--- src/rtl/psum_serializer_if.sv ---
`default_nettype none
`timescale 1ns/1ps
// ============================================================================
//  Module   : psum_serializer_if
//  Purpose  : Vector-in / serial-out bundle between feeder FIFO, serializer
//             and the SFU accumulate stage.
//  Revision : 1.0  initial release
// ============================================================================
interface psum_serializer_if #(
  parameter int PSUM_BW  = 16,
  parameter int INPUT_CH = 16
);
  logic                         start;
  logic [PSUM_BW*INPUT_CH-1:0]  vec_in;
  logic                         vec_valid;
  logic                         vec_ready;
  logic [PSUM_BW-1:0]           psum_in;
  logic                         valid;
  logic                         send_out;
  logic                         busy;
  logic                         done;

  modport master (
    output start, vec_in, vec_valid,
    input  vec_ready, psum_in, valid, send_out, busy, done
  );

  modport slave (
    input  start, vec_in, vec_valid,
    output vec_ready, psum_in, valid, send_out, busy, done
  );
endinterface
`default_nettype wire

--- src/rtl/psum_serializer.sv ---
`default_nettype none
`timescale 1ns/1ps
// ============================================================================
//  Module   : psum_serializer
//  Purpose  : Serializes full-width partial-sum vectors onto the SFU's
//             single-lane stream, lane 0 first, then pulses send_out.
//  Revision : 1.0  initial release
// ============================================================================
module psum_serializer #(
  parameter int PSUM_BW   = 16,
  parameter int INPUT_CH  = 16,
  parameter int NUM_ITERS = 4
) (
  input  logic               clk,
  input  logic               reset,
  psum_serializer_if.slave   bus
);

  localparam int c_VEC_W  = PSUM_BW * INPUT_CH;
  localparam int c_LANE_W = (INPUT_CH  > 1) ? $clog2(INPUT_CH)  : 1;
  localparam int c_ITER_W = (NUM_ITERS > 1) ? $clog2(NUM_ITERS) : 1;
  localparam logic [c_LANE_W-1:0] c_LAST_LANE = c_LANE_W'(INPUT_CH - 1);
  localparam logic [c_ITER_W-1:0] c_LAST_ITER = c_ITER_W'(NUM_ITERS - 1);
  localparam logic [c_LANE_W-1:0] c_LANE_ONE  = c_LANE_W'(1);
  localparam logic [c_ITER_W-1:0] c_ITER_ONE  = c_ITER_W'(1);

  localparam logic [1:0] c_IDLE  = 2'd0;
  localparam logic [1:0] c_LOAD  = 2'd1;
  localparam logic [1:0] c_SHIFT = 2'd2;
  localparam logic [1:0] c_SEND  = 2'd3;

  logic [1:0]          r_state;
  logic [1:0]          w_state_nxt;
  logic [c_LANE_W-1:0] r_lane_cnt;
  logic [c_ITER_W-1:0] r_iter_cnt;
  logic [c_VEC_W-1:0]  r_shift;
  logic [PSUM_BW-1:0]  r_psum_in;
  logic                r_valid;
  logic                r_send_out;
  logic                r_done;
  logic                r_busy;

  logic w_vec_ready;
  logic w_hs;
  logic w_last_lane;
  logic w_last_iter;
  logic w_start_acc;
  logic w_valid_nxt;
  logic w_send_nxt;
  logic w_busy_nxt;

  assign w_last_lane = (r_lane_cnt == c_LAST_LANE);
  assign w_last_iter = (r_iter_cnt == c_LAST_ITER);
  assign w_hs        = bus.vec_valid & w_vec_ready;
  // busy stays high through the send_out cycle, so a start there is ignored
  assign w_start_acc = bus.start & ~r_busy;

  always_ff @(posedge clk or negedge reset) begin
    if (!reset) begin
      r_state <= c_IDLE;
    end else begin
      r_state <= w_state_nxt;
    end
  end

  always_comb begin
    w_state_nxt = r_state;
    case (r_state)
      c_IDLE:  if (w_start_acc) w_state_nxt = c_LOAD;
      c_LOAD:  if (w_hs)        w_state_nxt = c_SHIFT;
      c_SHIFT: begin
        if (w_last_lane) begin
          if (w_last_iter)  w_state_nxt = c_SEND;
          else if (!w_hs)   w_state_nxt = c_LOAD;
        end
      end
      c_SEND:  w_state_nxt = c_IDLE;
      default: w_state_nxt = c_IDLE;
    endcase
  end

  always_comb begin
    w_vec_ready = 1'b0;
    w_valid_nxt = 1'b0;
    w_send_nxt  = 1'b0;
    w_busy_nxt  = 1'b0;
    case (r_state)
      c_IDLE:  w_busy_nxt = w_start_acc;
      c_LOAD: begin
        w_vec_ready = 1'b1;
        w_busy_nxt  = 1'b1;
      end
      c_SHIFT: begin
        // reload window only when another vector of this tile is still due
        w_vec_ready = w_last_lane && (r_iter_cnt < c_LAST_ITER);
        w_valid_nxt = 1'b1;
        w_busy_nxt  = 1'b1;
      end
      c_SEND: begin
        w_send_nxt = 1'b1;
        w_busy_nxt = 1'b1;
      end
      default: w_busy_nxt = 1'b0;
    endcase
  end

  always_ff @(posedge clk or negedge reset) begin
    if (!reset) begin
      r_valid    <= 1'b0;
      r_send_out <= 1'b0;
      r_done     <= 1'b0;
      r_busy     <= 1'b0;
    end else begin
      r_valid    <= w_valid_nxt;
      r_send_out <= w_send_nxt;
      r_done     <= w_send_nxt;
      r_busy     <= w_busy_nxt;
    end
  end

  always_ff @(posedge clk or negedge reset) begin
    if (!reset) begin
      r_lane_cnt <= '0;
      r_iter_cnt <= '0;
      r_shift    <= '0;
      r_psum_in  <= '0;
    end else begin
      case (r_state)
        c_IDLE: begin
          if (w_start_acc) begin
            r_lane_cnt <= '0;
            r_iter_cnt <= '0;
          end
        end
        c_LOAD: begin
          if (w_hs) begin
            r_shift    <= bus.vec_in;
            r_lane_cnt <= '0;
          end
        end
        c_SHIFT: begin
          r_psum_in <= r_shift[PSUM_BW-1:0];
          r_shift   <= w_hs ? bus.vec_in : (r_shift >> PSUM_BW);
          if (w_last_lane) begin
            r_lane_cnt <= '0;
            r_iter_cnt <= r_iter_cnt + c_ITER_ONE;
          end else begin
            r_lane_cnt <= r_lane_cnt + c_LANE_ONE;
          end
        end
        default: begin
          r_lane_cnt <= r_lane_cnt;
        end
      endcase
    end
  end

  assign bus.vec_ready = w_vec_ready;
  assign bus.psum_in   = r_psum_in;
  assign bus.valid     = r_valid;
  assign bus.send_out  = r_send_out;
  assign bus.done      = r_done;
  assign bus.busy      = r_busy;

endmodule
`default_nettype wire

--- src/flat_wrapper.sv ---
// flat-port wrapper written by rule: the top's interface ports become plain ports
module psum_serializer_flat 
#(
  parameter int PSUM_BW   = 16,
  parameter int INPUT_CH  = 16,
  parameter int NUM_ITERS = 4
)
  (clk, reset, bus_start, bus_vec_in, bus_vec_valid, bus_vec_ready, bus_psum_in, bus_valid, bus_send_out, bus_busy, bus_done);
  psum_serializer_if #(.PSUM_BW(PSUM_BW), .INPUT_CH(INPUT_CH)) bus_i ();
  input  logic clk;
  input  logic reset;
  input wire logic [$bits(bus_i.start)-1:0] bus_start;
  input wire logic [$bits(bus_i.vec_in)-1:0] bus_vec_in;
  input wire logic [$bits(bus_i.vec_valid)-1:0] bus_vec_valid;
  output wire logic [$bits(bus_i.vec_ready)-1:0] bus_vec_ready;
  output wire logic [$bits(bus_i.psum_in)-1:0] bus_psum_in;
  output wire logic [$bits(bus_i.valid)-1:0] bus_valid;
  output wire logic [$bits(bus_i.send_out)-1:0] bus_send_out;
  output wire logic [$bits(bus_i.busy)-1:0] bus_busy;
  output wire logic [$bits(bus_i.done)-1:0] bus_done;
  assign bus_i.start = bus_start;
  assign bus_i.vec_in = bus_vec_in;
  assign bus_i.vec_valid = bus_vec_valid;
  assign bus_vec_ready = bus_i.vec_ready;
  assign bus_psum_in = bus_i.psum_in;
  assign bus_valid = bus_i.valid;
  assign bus_send_out = bus_i.send_out;
  assign bus_busy = bus_i.busy;
  assign bus_done = bus_i.done;
  psum_serializer #(.PSUM_BW(PSUM_BW), .INPUT_CH(INPUT_CH), .NUM_ITERS(NUM_ITERS)) u_core (.clk(clk), .reset(reset), .bus(bus_i));
endmodule
--- config.mk ---
export PLATFORM = sky130hd
export DESIGN_NAME = psum_serializer_flat
export DESIGN_NICKNAME = d
export VERILOG_FILES = /design/src/rtl/psum_serializer_if.sv /design/src/rtl/psum_serializer.sv /design/src/flat_wrapper.sv
export SDC_FILE = /design/constraint.sdc
export NUM_CORES = 1
export LEC_CHECK = 0
export CAP_MARGIN = 20
export CELL_PAD_IN_SITES_DETAIL_PLACEMENT = 1
export CELL_PAD_IN_SITES_GLOBAL_PLACEMENT = 2
export CORE_AREA = 2 2 194 196
export CTS_CLUSTER_DIAMETER = 50
export DETAILED_ROUTE_END_ITERATION = 10
export DIE_AREA = 0 0 196 198
export PLACE_DENSITY_LB_ADDON = 0.25
export REMOVE_ABC_BUFFERS = 1
export SLEW_MARGIN = 20
export SYNTH_ARGS = -nofsm -noshare
export SYNTH_HDL_FRONTEND = slang
export SYNTH_SLANG_ARGS = --single-unit
--- constraint.sdc ---
create_clock -name clk -period 6.2 [get_ports clk]
set_clock_uncertainty 0.2 [all_clocks]
set_input_delay 1.24 -clock clk [delete_from_list [all_inputs] [get_ports clk]]
set_output_delay 1.24 -clock clk [all_outputs]
set_load 0.02 [all_outputs]
==> results.cfg <==
[outcome]
status = finished, final reports clean

[critical_path]
path_delay_family = buffers and inverters
timing.rr.end = u_core.r_shift[208]$_DFFE_PN0P_
cp_slowest_cell = clkdlybuf4s50_1
r2r_cells = 8
cp_max_fo = 6
rr_startpoint = u_core.r_state[0]$_DFFE_PN0P_
worst-path-buf-inv = 1
cp-start-kind = register
crit_required_ns = 4.76
crit_chain = ha_1, and3_4, a31oi_1, nor2b_1, clkdlybuf4s50_1
arrival_ns = 2.36
regToRegSetupSlack_ns = 3.14
end_kind = primary output
slowest_delay_ns = 0.61
crit_type = reg -> out

[global_routing]
grt_pass1_vias = 9983
grt-ovfl-total = 0
antenna_found_initial = 1
grt_usage = 0.174
grt_max_degree = 153
grt_pass1_wl_um = 54300

[placed_design]
dp_hpwl_um = 21700
gp_congestion = 0.742
place_ws_ns = 2.29
port_buffers = 280

[worst_hold_path]
hp-class = reg -> reg
hold_path_depth = 1
hold_end = u_core.bus.psum_in[10]$_DFFE_PN0N_
min_from = u_core.bus.psum_in[10]$_DFFE_PN0N_

[clocking]
clk_pin_slew_worst_paths_ns = 0.05
postCtsHoldBufs = 0
postCtsSetupRepairBufs = 0
root_buffer = clkbuf_16
cts_resized = 0
cts_sinks = 283
cts_tree = built
cts.path.max_buffers = 3
clock_latency_ns = 0.52
htreeDepth = 2
cts_buffers = 36

[synthesis]
synth_adder_area_share = 0.00729
syn_area_per_cell_um2 = 10.1
synth_compound_area_frac = 0.252
synth_cell_type_count = 38
synth_top_family_by_area = compound AO/OA/AOI/OAI gates
netlist_instances = 1186
yosysWarningCount = 0
ys_ff_latch = 283
muxShareOfSynthArea = 0.0159
synth-seq-area-share = 0.589
synth_xor_area_frac = 0
yosys.area_share.simple = 0.0122
syn-cell-area_mm2 = 0.0120

[finish]
multi_input_area_mm2 = 0.00347
layout-drive-gt1-share = 0.0666
area_growth_syn_to_layout_pct = 35.8
final_net_count = 1697
n_fill_cell = 4121
final_util = 0.442
antenna_cells = 0
regArea_mm2 = 0.00708

[job]
max_cap_viol_count = 0

[timing]
fmax_ghz = 0.263
final_max_slew_viol_count = 0
worst_pin_slew_ns = 1.02
final_hold_viol_count = 0
period_share = 0.613
final.setup.worst_slack_ns = 2.40
slew_headroom = 0.318
setup_viol = 0
period_minus_slack_ns = 3.80
rsz0062_at_grt = no

[pwr]
irDropWorstVdd_uv = 372
p_leak_uw = 0.00716
p_per_area_mw_per_mm2 = 515

[routing]
dr.first_iter.drc_count = 503
wl_met3_um = 1440
antenna_left = 0
wire_per_inst_um = 17.5
first_pass_iters = 4
drc = 0
maxUsedRoutingLayer = met5
met2_length_um = 16100
met1Wirelength_um = 15400
vias_per_cell = 4.99
drt_wl_total_um = 33700
vias = 9630

[floorplanning]
fp.dieArea_mm2 = 0.0388
core_area_mm2 = 0.0370
rows = 71
io_pins = 281
start_util = 0.325
fp.dieW_um = 196
dieHeight_um = 198
-- worst register-to-register path: cells and delay by family (launching register included) --
kind,cells,cell delay (ns)
AO/OA/AOI/OAI,3,0.59
adder cells (fa/ha/maj),1,0.20
buffers and inverters,3,1.24
flip-flops,1,0.41
AND/OR/NAND/NOR,1,0.36
-- power breakdown --
part / switching [µW] / internal, µW / leakage (µW) / total (µW)
Combinational: 1600 / 1360 / 0.00341 / 2960
Sequential: 480 / 2740 / 0.00313 / 3220
Clock: 797 / 1430 / 0.000623 / 2220
Total: 2880 / 5530 / 0.00716 / 8410
-- logic make-up (layout without fill, tap and decap cells) --
| family | after synthesis | in the layout |
|---|---|---|
| AO/OA/AOI/OAI | 522 | 522 |
| adder cells (fa/ha/maj) | 7 | 7 |
| buffers and inverters | 331 | 601 |
| flip-flops | 283 | 283 |
| multiplexers | 17 | 17 |
| AND/OR/NAND/NOR | 26 | 26 |
-- registers in the layout (all words and copies together) (netlist names) --
register and cells:
u_core.r_state 2, u_core.r_lane_cnt 4, u_core.bus.busy 1, u_core.r_iter_cnt 2, u_core.bus.send_out 1, u_core.bus.psum_in 16, u_core.bus.valid 1, u_core.r_shift 256
-- layer usage --
layer | vias to the layer above | global-route usage
li1 | 4653 | -
met1 | 4754 | 0.237
met2 | 173 | 0.285
met3 | 48 | 0.0313
met4 | 2 | 0.0469
met5 | - | 0
-- placed cells by master (no fill, tap or decap), types with 8 or more instances in the layout --
cell / n
a21oi_1: 242
a22o_1: 18
clkbuf_16: 37
clkdlybuf4s50_1: 279
dfrtp_1: 283
inv_1: 244
mux2_2: 17
nand2_1: 8
o21ai_0: 8
o22ai_1: 240
-- how the worst max path moves through the flow --
stage | end | slack [ns] | cells past startpoint | start
2_1_floorplan | u_core.r_shift[0]$_DFFE_PN0P_ | -3.81 | 5 | u_core.r_state[0]$_DFFE_PN0P_
3_3_place_gp | u_core.r_shift[42]$_DFFE_PN0P_ | 2.34 | 6 | bus_vec_valid
3_5_place_dp | u_core.r_shift[141]$_DFFE_PN0P_ | 2.29 | 6 | bus_vec_valid
4_1_cts | bus_vec_ready | 2.36 | 5 | u_core.r_lane_cnt[0]$_DFFE_PN0P_
5_1_grt | bus_vec_ready | 2.26 | 5 | u_core.r_lane_cnt[0]$_DFFE_PN0P_
6_report | bus_vec_ready | 2.40 | 5 | u_core.r_lane_cnt[0]$_DFFE_PN0P_
-- Yosys cell counts --
cell type,number,area share
clkbuf_1,5,0.0016
a21oi_1,243,0.10
a31oi_1,2,0.0010
o32a_1,1,0.00083
buf_1,2,0.00062
o311ai_0,2,0.0015
a22o_1,18,0.013
a311oi_1,1,0.00073
o21ai_2,1,0.00073
inv_1,244,0.076
nand3b_1,1,0.00062
and2_1,2,0.0010
nor2b_1,1,0.00052
a211o_1,1,0.00073
nand2_1,8,0.0025
nor3_1,2,0.00083
mux2_2,17,0.016
a31o_2,1,0.00073
o21ai_0,8,0.0033
a2111oi_0,1,0.00073
dfrtp_1,283,0.59
and3_4,1,0.00094
o22ai_1,240,0.12
buf_2,51,0.021
or2_2,1,0.00052
nor2_1,3,0.00094
nand3_2,1,0.00083
or4_1,1,0.00062
buf_4,8,0.0050
nand4_1,3,0.0016
a21o_1,1,0.00062
clkbuf_2,1,0.00042
nor2b_2,1,0.00073
nand2b_1,1,0.00052
buf_6,20,0.019
o2bb2ai_1,1,0.00073
a211oi_1,1,0.00062
ha_1,7,0.0073
-- layout make-up --
cell class	count	area share
sequential	283	0.434
multi-input combinational	572	0.213
timing repair buffer	293	0.183
clock buffer	51	0.0642
inverter	244	0.0561
tap	474	0.0363
clock inverter	13	0.0138
-- per-stage QoR --
stage | total power [µW] | setup TNS [ns] | std cells | cell area [µm²] | hold WS (ns)
after CTS | 8520 | 0 | 1930 | 16300 | 0.311
after floorplan | 5300 | -971.28 | 1099 | 11400 | 0.274
after global placement | 6090 | 0 | 1866 | 15000 | 0.290
after global routing | 9040 | 0 | 1930 | 16300 | 0.326
final | 8410 | 0 | 1930 | 16300 | 0.306
after detailed placement | 6240 | 0 | 1866 | 15000 | 0.299
No activity file was read; power rests on OpenSTA's default activity.
